--- config.mk ---
export PLATFORM = sky130hd
export DESIGN_NAME = wb_port_arbiter
export DESIGN_NICKNAME = d
export VERILOG_FILES = /design/src/rtl/wb_port_arbiter.sv
export SDC_FILE = /design/constraint.sdc
export NUM_CORES = 1
export LEC_CHECK = 0
export ABC_AREA = 1
export CAP_MARGIN = 20
export CORE_UTILIZATION = 47
export CTS_BUF_LIST = sky130_fd_sc_hd__clkbuf_16
export CTS_CLUSTER_DIAMETER = 30
export DETAILED_ROUTE_END_ITERATION = 8
export PLACE_DENSITY = 0.77
export SLEW_MARGIN = 25
export SYNTH_ARGS = -nofsm -noshare
export SYNTH_HDL_FRONTEND = slang
export SYNTH_SLANG_ARGS = --single-unit
export TNS_END_PERCENT = 1
--- constraint.sdc ---
create_clock -name i_clk -period 4.05 [get_ports i_clk]
set_input_delay 0.81 -clock i_clk [delete_from_list [all_inputs] [get_ports i_clk]]
set_output_delay 0.81 -clock i_clk [all_outputs]
set_load 0.02 [all_outputs]
--- src/rtl/wb_port_arbiter.sv ---
// Write-back port arbiter: merges pipeline register writes with results from a multi-cycle
// mul/div unit, buffering up to two muldiv results and stalling the pipeline once one ages out.
module wb_port_arbiter #(
  parameter int unsigned AGE_LIMIT = 4
) (
  input  logic        i_clk,
  input  logic        i_rst,
  input  logic        i_wb_reg_write,
  input  logic [4:0]  i_wb_rd,
  input  logic [31:0] i_wb_data,
  input  logic        i_md_valid,
  input  logic [4:0]  i_md_rd,
  input  logic [31:0] i_md_data,
  output logic        o_md_ready,
  output logic        o_wb_stall,
  output logic        o_rf_we,
  output logic [4:0]  o_rf_rd,
  output logic [31:0] o_rf_data
);

  localparam int unsigned AgeW = (AGE_LIMIT > 0) ? $clog2(AGE_LIMIT + 1) : 1;
  localparam logic [AgeW-1:0] AgeMax = AgeW'(AGE_LIMIT);

  typedef enum logic [1:0] {StIdle, StPend, StForce} state_e;

  state_e          state_q, state_d;
  logic [1:0]      count_q, count_d;
  logic [AgeW-1:0] age_q, age_d;
  logic            rd_ptr_q, wr_ptr_q;
  logic [4:0]      fifo_rd_q   [2];
  logic [31:0]     fifo_data_q [2];

  logic        rf_we_q, rf_we_d;
  logic [4:0]  rf_rd_q, rf_rd_d;
  logic [31:0] rf_data_q, rf_data_d;

  logic md_ready, enq, pop, wb_busy, fifo_nonempty, grant_wb;

  always_comb begin
    md_ready      = (count_q < 2'd2);
    enq           = i_md_valid && md_ready && (i_md_rd != 5'd0);
    wb_busy       = i_wb_reg_write && (i_wb_rd != 5'd0);
    fifo_nonempty = (count_q != 2'd0);

    // A result enqueued this cycle is not visible to the grant until count_q reflects it.
    pop      = fifo_nonempty && ((state_q == StForce) || !wb_busy);
    grant_wb = (state_q != StForce) && wb_busy;

    count_d = count_q + {1'b0, enq} - {1'b0, pop};

    if (!fifo_nonempty || pop) begin
      age_d = '0;
    end else if (age_q < AgeMax) begin
      age_d = age_q + 1'b1;
    end else begin
      age_d = age_q;
    end

    if (count_d == 2'd0) begin
      state_d = StIdle;
    end else if (age_d == AgeMax) begin
      state_d = StForce;
    end else begin
      state_d = StPend;
    end

    rf_we_d   = 1'b0;
    rf_rd_d   = '0;
    rf_data_d = '0;
    if (pop) begin
      rf_we_d   = 1'b1;
      rf_rd_d   = fifo_rd_q[rd_ptr_q];
      rf_data_d = fifo_data_q[rd_ptr_q];
    end else if (grant_wb) begin
      rf_we_d   = 1'b1;
      rf_rd_d   = i_wb_rd;
      rf_data_d = i_wb_data;
    end
  end

  always_ff @(posedge i_clk) begin
    if (i_rst) begin
      state_q   <= StIdle;
      count_q   <= '0;
      age_q     <= '0;
      rd_ptr_q  <= 1'b0;
      wr_ptr_q  <= 1'b0;
      rf_we_q   <= 1'b0;
      rf_rd_q   <= '0;
      rf_data_q <= '0;
    end else begin
      state_q   <= state_d;
      count_q   <= count_d;
      age_q     <= age_d;
      rd_ptr_q  <= rd_ptr_q ^ pop;
      wr_ptr_q  <= wr_ptr_q ^ enq;
      rf_we_q   <= rf_we_d;
      rf_rd_q   <= rf_rd_d;
      rf_data_q <= rf_data_d;
    end
  end

  // Storage needs no reset: entries are only read while count_q says they are valid.
  always_ff @(posedge i_clk) begin
    if (!i_rst && enq) begin
      fifo_rd_q[wr_ptr_q]   <= i_md_rd;
      fifo_data_q[wr_ptr_q] <= i_md_data;
    end
  end

  assign o_md_ready = md_ready;
  assign o_wb_stall = (state_q == StForce);
  assign o_rf_we    = rf_we_q;
  assign o_rf_rd    = rf_rd_q;
  assign o_rf_data  = rf_data_q;

endmodule

==> flow_metrics.tcl, run 1 <==
set metrics [dict create \
    grt_max_degree 77 \
    area_growth_pct 37.7 \
    netlist_area_um2 4770 \
    finalCritPeriodShare_pct 62.0 \
    wire_per_inst_um 15.4 \
    finalSetupViolCount 0 \
    yosysSeqAreaShare_pct 66.3 \
    synth_cells 434 \
    die_y_um 103 \
    drv_slew 0 \
    antennaDiodeCount 0 \
    pwr-share-seq_pct 40.9 \
    die-area_um2 10600 \
    grt_pass1_vias 3445 \
    io_pins 118 \
    cp.arrival_ns 2.59 \
    p_switching_mw 1.03 \
    crit_path_start_kind "input port" \
    cts_root_buffer "clkbuf_16" \
    power.density_nw_per_um2 578 \
    cts_tree "yes" \
    clkPwrFrac_pct 40.5 \
    min_period_ns 2.51 \
    fin_util_pct 66.9 \
    row_count 36 \
    synth-seq-cells 121 \
    postCtsSetupBuffers 0 \
    required_ns 4.13 \
    path_delay_family "buffers and inverters" \
    ys_warn_count 0 \
    cts_resized 0 \
    rsz0062_at_grt "no" \
    worstSkewPairLatency_ns 0.40 \
    grt_overflow_total 0 \
    cts_max_level 4 \
    max_freq_mhz 398 \
    p_sw_share_pct 27.2 \
    combPwrFrac_pct 18.6 \
    status "finished clean" \
    fin_ws_ns 1.54 \
    drive_above_1_share_pct 10.7 \
    tightest_slew_ns 0.796 \
    fin_setup_tns_ns 0 \
    ys_types 23 \
    crit_type "input port to flop" \
    place_ws_ns 1.11 \
    p_int_mw 2.76 \
    cp_max_fo 20 \
    max_cap_viol_count 0 \
    via_per_inst 5.02 \
    cp.buffers_inverters 2 \
    hold_ws_ns 0.489 \
    instances_no_fill 693 \
    final_area_um2 6570 \
    wirelength_mm 10.7 \
    clk_pin_slew_ns 0.05 \
    cts_buffers 17 \
    syn-num-nets 515 \
    ant_nets 0 \
    finalHoldViolCount 0 \
    clock_sinks 121 \
    cts_buffer_depth 2 \
    drc 0 \
    drt_pass1_iterations 5 \
    slowest_stage "nor2_4" \
    io_buffers 117 \
    totalPowerFinal_mw 3.79 \
    synth_area_per_cell_um2 11.0 \
    max_stage_delay_ns 0.52 \
    post_dp_cell_area_um2 5960 \
    leakage_nw 2.47 \
    holdCritPathClass "flop to flop" \
    dp_hpwl_mm 6.67 \
    end_kind "flop" \
    grt_usage_pct 21.6 \
    final_net_count 628 \
    slew_headroom_pct 46.7 \
    grt_pass1_wl_mm 16.6 \
    path_cells "clkdlybuf4s50_1, nor2_1, nand3b_1, nand3_1, nor2_4, buf_4" \
    start_util_pct 48.6 \
    die_x_um 103 \
    gp_congestion 0.737 \
    drt-initial-drc-count 151 \
    vias 3480 \
    skew_ns 0.00727 \
    worst_ir_drop_vdd_mv 0.294 \
    core_area_um2 9820 \
    place_inst 661 \
    antenna_found_initial 0 \
    hold_buffers 0 \
]
==> worst register-to-register path: stages (launching register included) <==
cell	delay (ns)
dfxtp_1	0.32
inv_1	0.13
nand3_1	0.21
nor2_4	0.52
buf_4	0.39
==> flip-flops by register name, indices dropped and copies added (netlist names) <==
register     cells
o_rf_we          1
o_rf_data       32
state_q          2
fifo_rd_q       10
rd_ptr_q         1
age_q            3
count_q          2
wr_ptr_q         1
o_rf_rd          5
fifo_data_q     64
==> Yosys cell counts (all sizes together) <==
master,number,area [µm²]
nor3,2,10.0
edfxtp,74,2220
dfxtp,47,941
ha,3,37.5
buf,22,176
nor2,15,80.1
nand3,80,445
inv,50,188
xor2,1,8.76
nand3b,1,7.51
or2,2,12.5
a21oi,41,231
nand2,51,194
clkbuf,7,26.3
o21ai,38,190
==> routing by layer <==
layer | global-route usage, % | wire length (µm) | vias up
met3 | 4.81 | 610 | 13
met4 | 9.10 | 166 | 0
met5 | 0 | 0 | -
met2 | 37.6 | 5520 | 128
met1 | 25.8 | 4400 | 1632
li1 | - | - | 1707
==> path summary, 6_finish.rpt <==
path / startpoint / end / slack [ns] / depth (start not counted)
setup / recovery: i_md_rd[3] / fifo_data_q[1][0] / 1.54 / 6
hold reg to reg: wr_ptr_q / wr_ptr_q / 0.49 / 2
setup reg to reg: count_q[1] / fifo_data_q[1][0] / 2.15 / 4
hold / removal: wr_ptr_q / wr_ptr_q / 0.49 / 2
==> layout by cell type (no fill, tap or decap), types with 12 or more instances in the layout <==
| cell | Yosys | routed |
|---|---|---|
| nand2_1 | 50 | 50 |
| o21ai_0 | 38 | 38 |
| clkbuf_16 | 0 | 17 |
| nor2_1 | 13 | 12 |
| nand3_1 | 71 | 71 |
| dfxtp_1 | 47 | 46 |
| edfxtp_1 | 74 | 74 |
| a21oi_1 | 34 | 34 |
| inv_1 | 49 | 50 |
| clkdlybuf4s50_1 | 0 | 116 |
==> power by group through the flow <==
stage / combinational (mW) / clock (mW) / sequential [mW]
floorplan: 0.440 / 0 / 1.58
global placement: 0.686 / 0 / 1.57
detailed placement: 0.704 / 0 / 1.57
CTS: 0.713 / 1.55 / 1.55
global route: 0.788 / 1.61 / 1.57
finish: 0.706 / 1.54 / 1.55
==> final cells by class <==
cell class	count	area (µm²)
fill	746	3250
sequential	121	3170
multi-input combinational	234	1220
timing repair buffer	123	1210
clock buffer	17	425
inverter	50	188
clock inverter	15	185
tap	133	166
==> cells by family after synthesis <==
logic type      count (synthesis)  synth area share (%)
simple gates                  151                  15.7
buf+inv                        79                  8.18
flops                         121                  66.3
xor+xnor                        1                 0.184
compound gates                 79                  8.84
fa+ha+maj                       3                 0.787
Power figures use the tool's default switching activity.
==> run 2, diff against run 1 <==
--- a/config.mk
+++ b/config.mk
@@ -7,11 +7,11 @@
 export LEC_CHECK = 0
 export ABC_AREA = 1
 export CAP_MARGIN = 20
-export CORE_UTILIZATION = 47
+export CORE_UTILIZATION = 44
 export CTS_BUF_LIST = sky130_fd_sc_hd__clkbuf_16
 export CTS_CLUSTER_DIAMETER = 30
 export DETAILED_ROUTE_END_ITERATION = 8
-export PLACE_DENSITY = 0.77
+export PLACE_DENSITY = 0.75
 export SLEW_MARGIN = 25
 export SYNTH_ARGS = -nofsm -noshare
 export SYNTH_HDL_FRONTEND = slang
==> constraint.sdc (replaced) <==
create_clock -name i_clk -period 2.2 [get_ports i_clk]
set_input_delay 0.44 -clock i_clk [delete_from_list [all_inputs] [get_ports i_clk]]
set_output_delay 0.44 -clock i_clk [all_outputs]
set_load 0.02 [all_outputs]
==> flow_metrics.tcl, run 2 (synthesis results as in run 1) <==
set metrics [dict create \
    instances_no_fill 706 \
    ant_nets 0 \
    drive_above_1_share_pct 12.6 \
    fin_ws_ns 0.208 \
    grt_use_met1_pct 23.0 \
    start_util_pct 45.8 \
    row_count 37 \
    met3_usage_pct 4.29 \
    fillers 829 \
    crit_path_start_kind "flop" \
    holdCritPathClass "input port to flop" \
    end_kind "output pin" \
    cp-startpoint "state_q[1]" \
    grt_pass1_vias 3636 \
    cts_buffers 17 \
    clk_pin_slew_ns 0.05 \
    layout_common_cells "clkdlybuf4s50_1 (116), edfxtp_1 (74), nand3_1 (71), nand2_1 (50), inv_1 (48)" \
    finalHoldViolCount 0 \
    critical_path_depth 3 \
    rsz0062_at_grt "no" \
    crit_end "o_wb_stall" \
    max_stage_delay_ns 0.63 \
    busiest_layer "met2" \
    path_delay_family "buffers and inverters" \
    worst_ir_drop_vdd_mv 0.580 \
    largest-register "fifo_data_q" \
    die_y_um 106 \
    place_inst 674 \
    core_area_um2 10400 \
    grt_overflow_total 0 \
    max_freq_mhz 502 \
    drc 0 \
    cts_resized 0 \
    clock_sinks 121 \
    reg2reg_slack_ns 0.44 \
    path_cells "inv_1, nor2_4, clkdlybuf4s50_1" \
    cts_max_level 4 \
    slowest_stage "clkdlybuf4s50_1" \
    max_cap_viol_count 0 \
    via_per_inst 5.02 \
    antenna_found_initial 0 \
    area_growth_pct 40.1 \
    drt_pass1_iterations 4 \
    regToRegEndpoint "state_q[0]" \
    cts_buffer_depth 2 \
    cp.arrival_ns 1.55 \
    drv_slew 0 \
    cp.buffers_inverters 2 \
    gp_congestion 0.759 \
    tightest_slew_ns 0.757 \
    cts_root_buffer "clkbuf_16" \
    grt_pass1_wl_mm 17.4 \
    status "finished clean" \
    dp_hpwl_mm 7.02 \
    power.density_nw_per_um2 1050 \
    skew_ns 0.0127 \
    die-area_um2 11300 \
    io_buffers 117 \
    slew_headroom_pct 49.5 \
    hold_buffers 0 \
    io_pins 118 \
    grt_max_degree 44 \
    place_ws_ns -0.0158 \
    required_ns 1.76 \
    rr_worst_depth 12 \
    finalCritPeriodShare_pct 90.6 \
    drt-initial-drc-count 188 \
    leakage_nw 2.52 \
    mostFrequentLayoutCell "clkdlybuf4s50_1" \
    crit_type "flop to output pin" \
    worstSkewPairLatency_ns 0.41 \
    vias 3547 \
    grt_usage_pct 20.5 \
    hold_ws_ns 0.427 \
    wirelength_mm 10.9 \
    grtUsageMet2_pct 36.5 \
    cts_tree "yes" \
    postCtsSetupBuffers 0 \
    antennaDiodeCount 0 \
    min_period_ns 1.99 \
    wire_per_inst_um 15.4 \
    cp_max_fo 2 \
    finalSetupViolCount 0 \
    final_net_count 638 \
    die_x_um 106 \
    largest_reg_flops 64 \
    timing.rr.start "state_q[1]" \
]
run 2: cell count changes in the layout (fill, tap and decap cells not counted), moves of 2 or more:
| cell | before | now |
|---|---|---|
| buf_4 | 6 | 12 |
| inv_1 | 50 | 48 |
| inv_6 | 0 | 3 |
| clkinvlp_4 | 1 | 3 |
| buf_12 | 0 | 4 |
run 2: stage by stage:
step | util, % | total power [mW] | area [µm²] | TNS, ns
after CTS | 64.2 | 7.04 | 6680 | 0
after global routing | 64.2 | 7.30 | 6680 | 0
after global placement | 58.4 | 4.19 | 6080 | 0
final | 64.2 | 7.01 | 6680 | 0
after detailed placement | 58.4 | 4.26 | 6080 | -0.0285
after floorplan | - | 3.71 | 4770 | 0
run 2: how the worst min path moves through the flow:
stage	start	endpoint	slack [ns]	cells after the start
final	i_rst	rd_ptr_q	0.43	4
after global routing	i_rst	rd_ptr_q	0.44	4
after CTS	i_rst	rd_ptr_q	0.40	4
after detailed placement	wr_ptr_q	wr_ptr_q	0.51	2
after global placement	wr_ptr_q	wr_ptr_q	0.47	2
after floorplan	wr_ptr_q	wr_ptr_q	0.46	2
run 2: cell type report:
type                       count  area [µm²]  area share, %
multi-input combinational    234        1220           18.3
inverter                      50         188           2.81
clock buffer                  17         425           6.36
clock inverter                15         175           2.62
sequential                   121        3160           47.3
tap                          136         170           2.55
timing repair buffer         133        1340           20.0
run 2: power breakdown:
group / total, mW / internal (mW) / switching, mW / leakage (nW)
Combinational: 1.48 / 0.584 / 0.901 / 1.16
Sequential: 2.75 / 2.67 / 0.0756 / 1.06
Clock: 2.78 / 1.78 / 0.994 / 0.287
Total: 7.01 / 5.04 / 1.97 / 2.52
run 2: metal layers:
layer | routed length [µm] | share of wire [%] | vias up
met5 | 0 | 0 | -
met2 | 5690 | 52 | 121
li1 | - | - | 1728
met1 | 4470 | 41 | 1681
met3 | 537 | 4.9 | 17
met4 | 208 | 1.9 | 0
run 2: worst min-delay path, delay by kind of cell:
family / cells / cell delay [ns]
buffers and inverters: 2 / 0.22
AND/OR/NAND/NOR: 2 / 0.13
==> run 3, diff against run 2 <==
--- a/config.mk
+++ b/config.mk
@@ -6,7 +6,6 @@
 export NUM_CORES = 1
 export LEC_CHECK = 0
 export ABC_AREA = 1
-export CAP_MARGIN = 20
 export CORE_UTILIZATION = 44
 export CTS_BUF_LIST = sky130_fd_sc_hd__clkbuf_16
 export CTS_CLUSTER_DIAMETER = 30
==> results of run 3 <==
Final layout, timing and power as in run 2 (identical DEF).
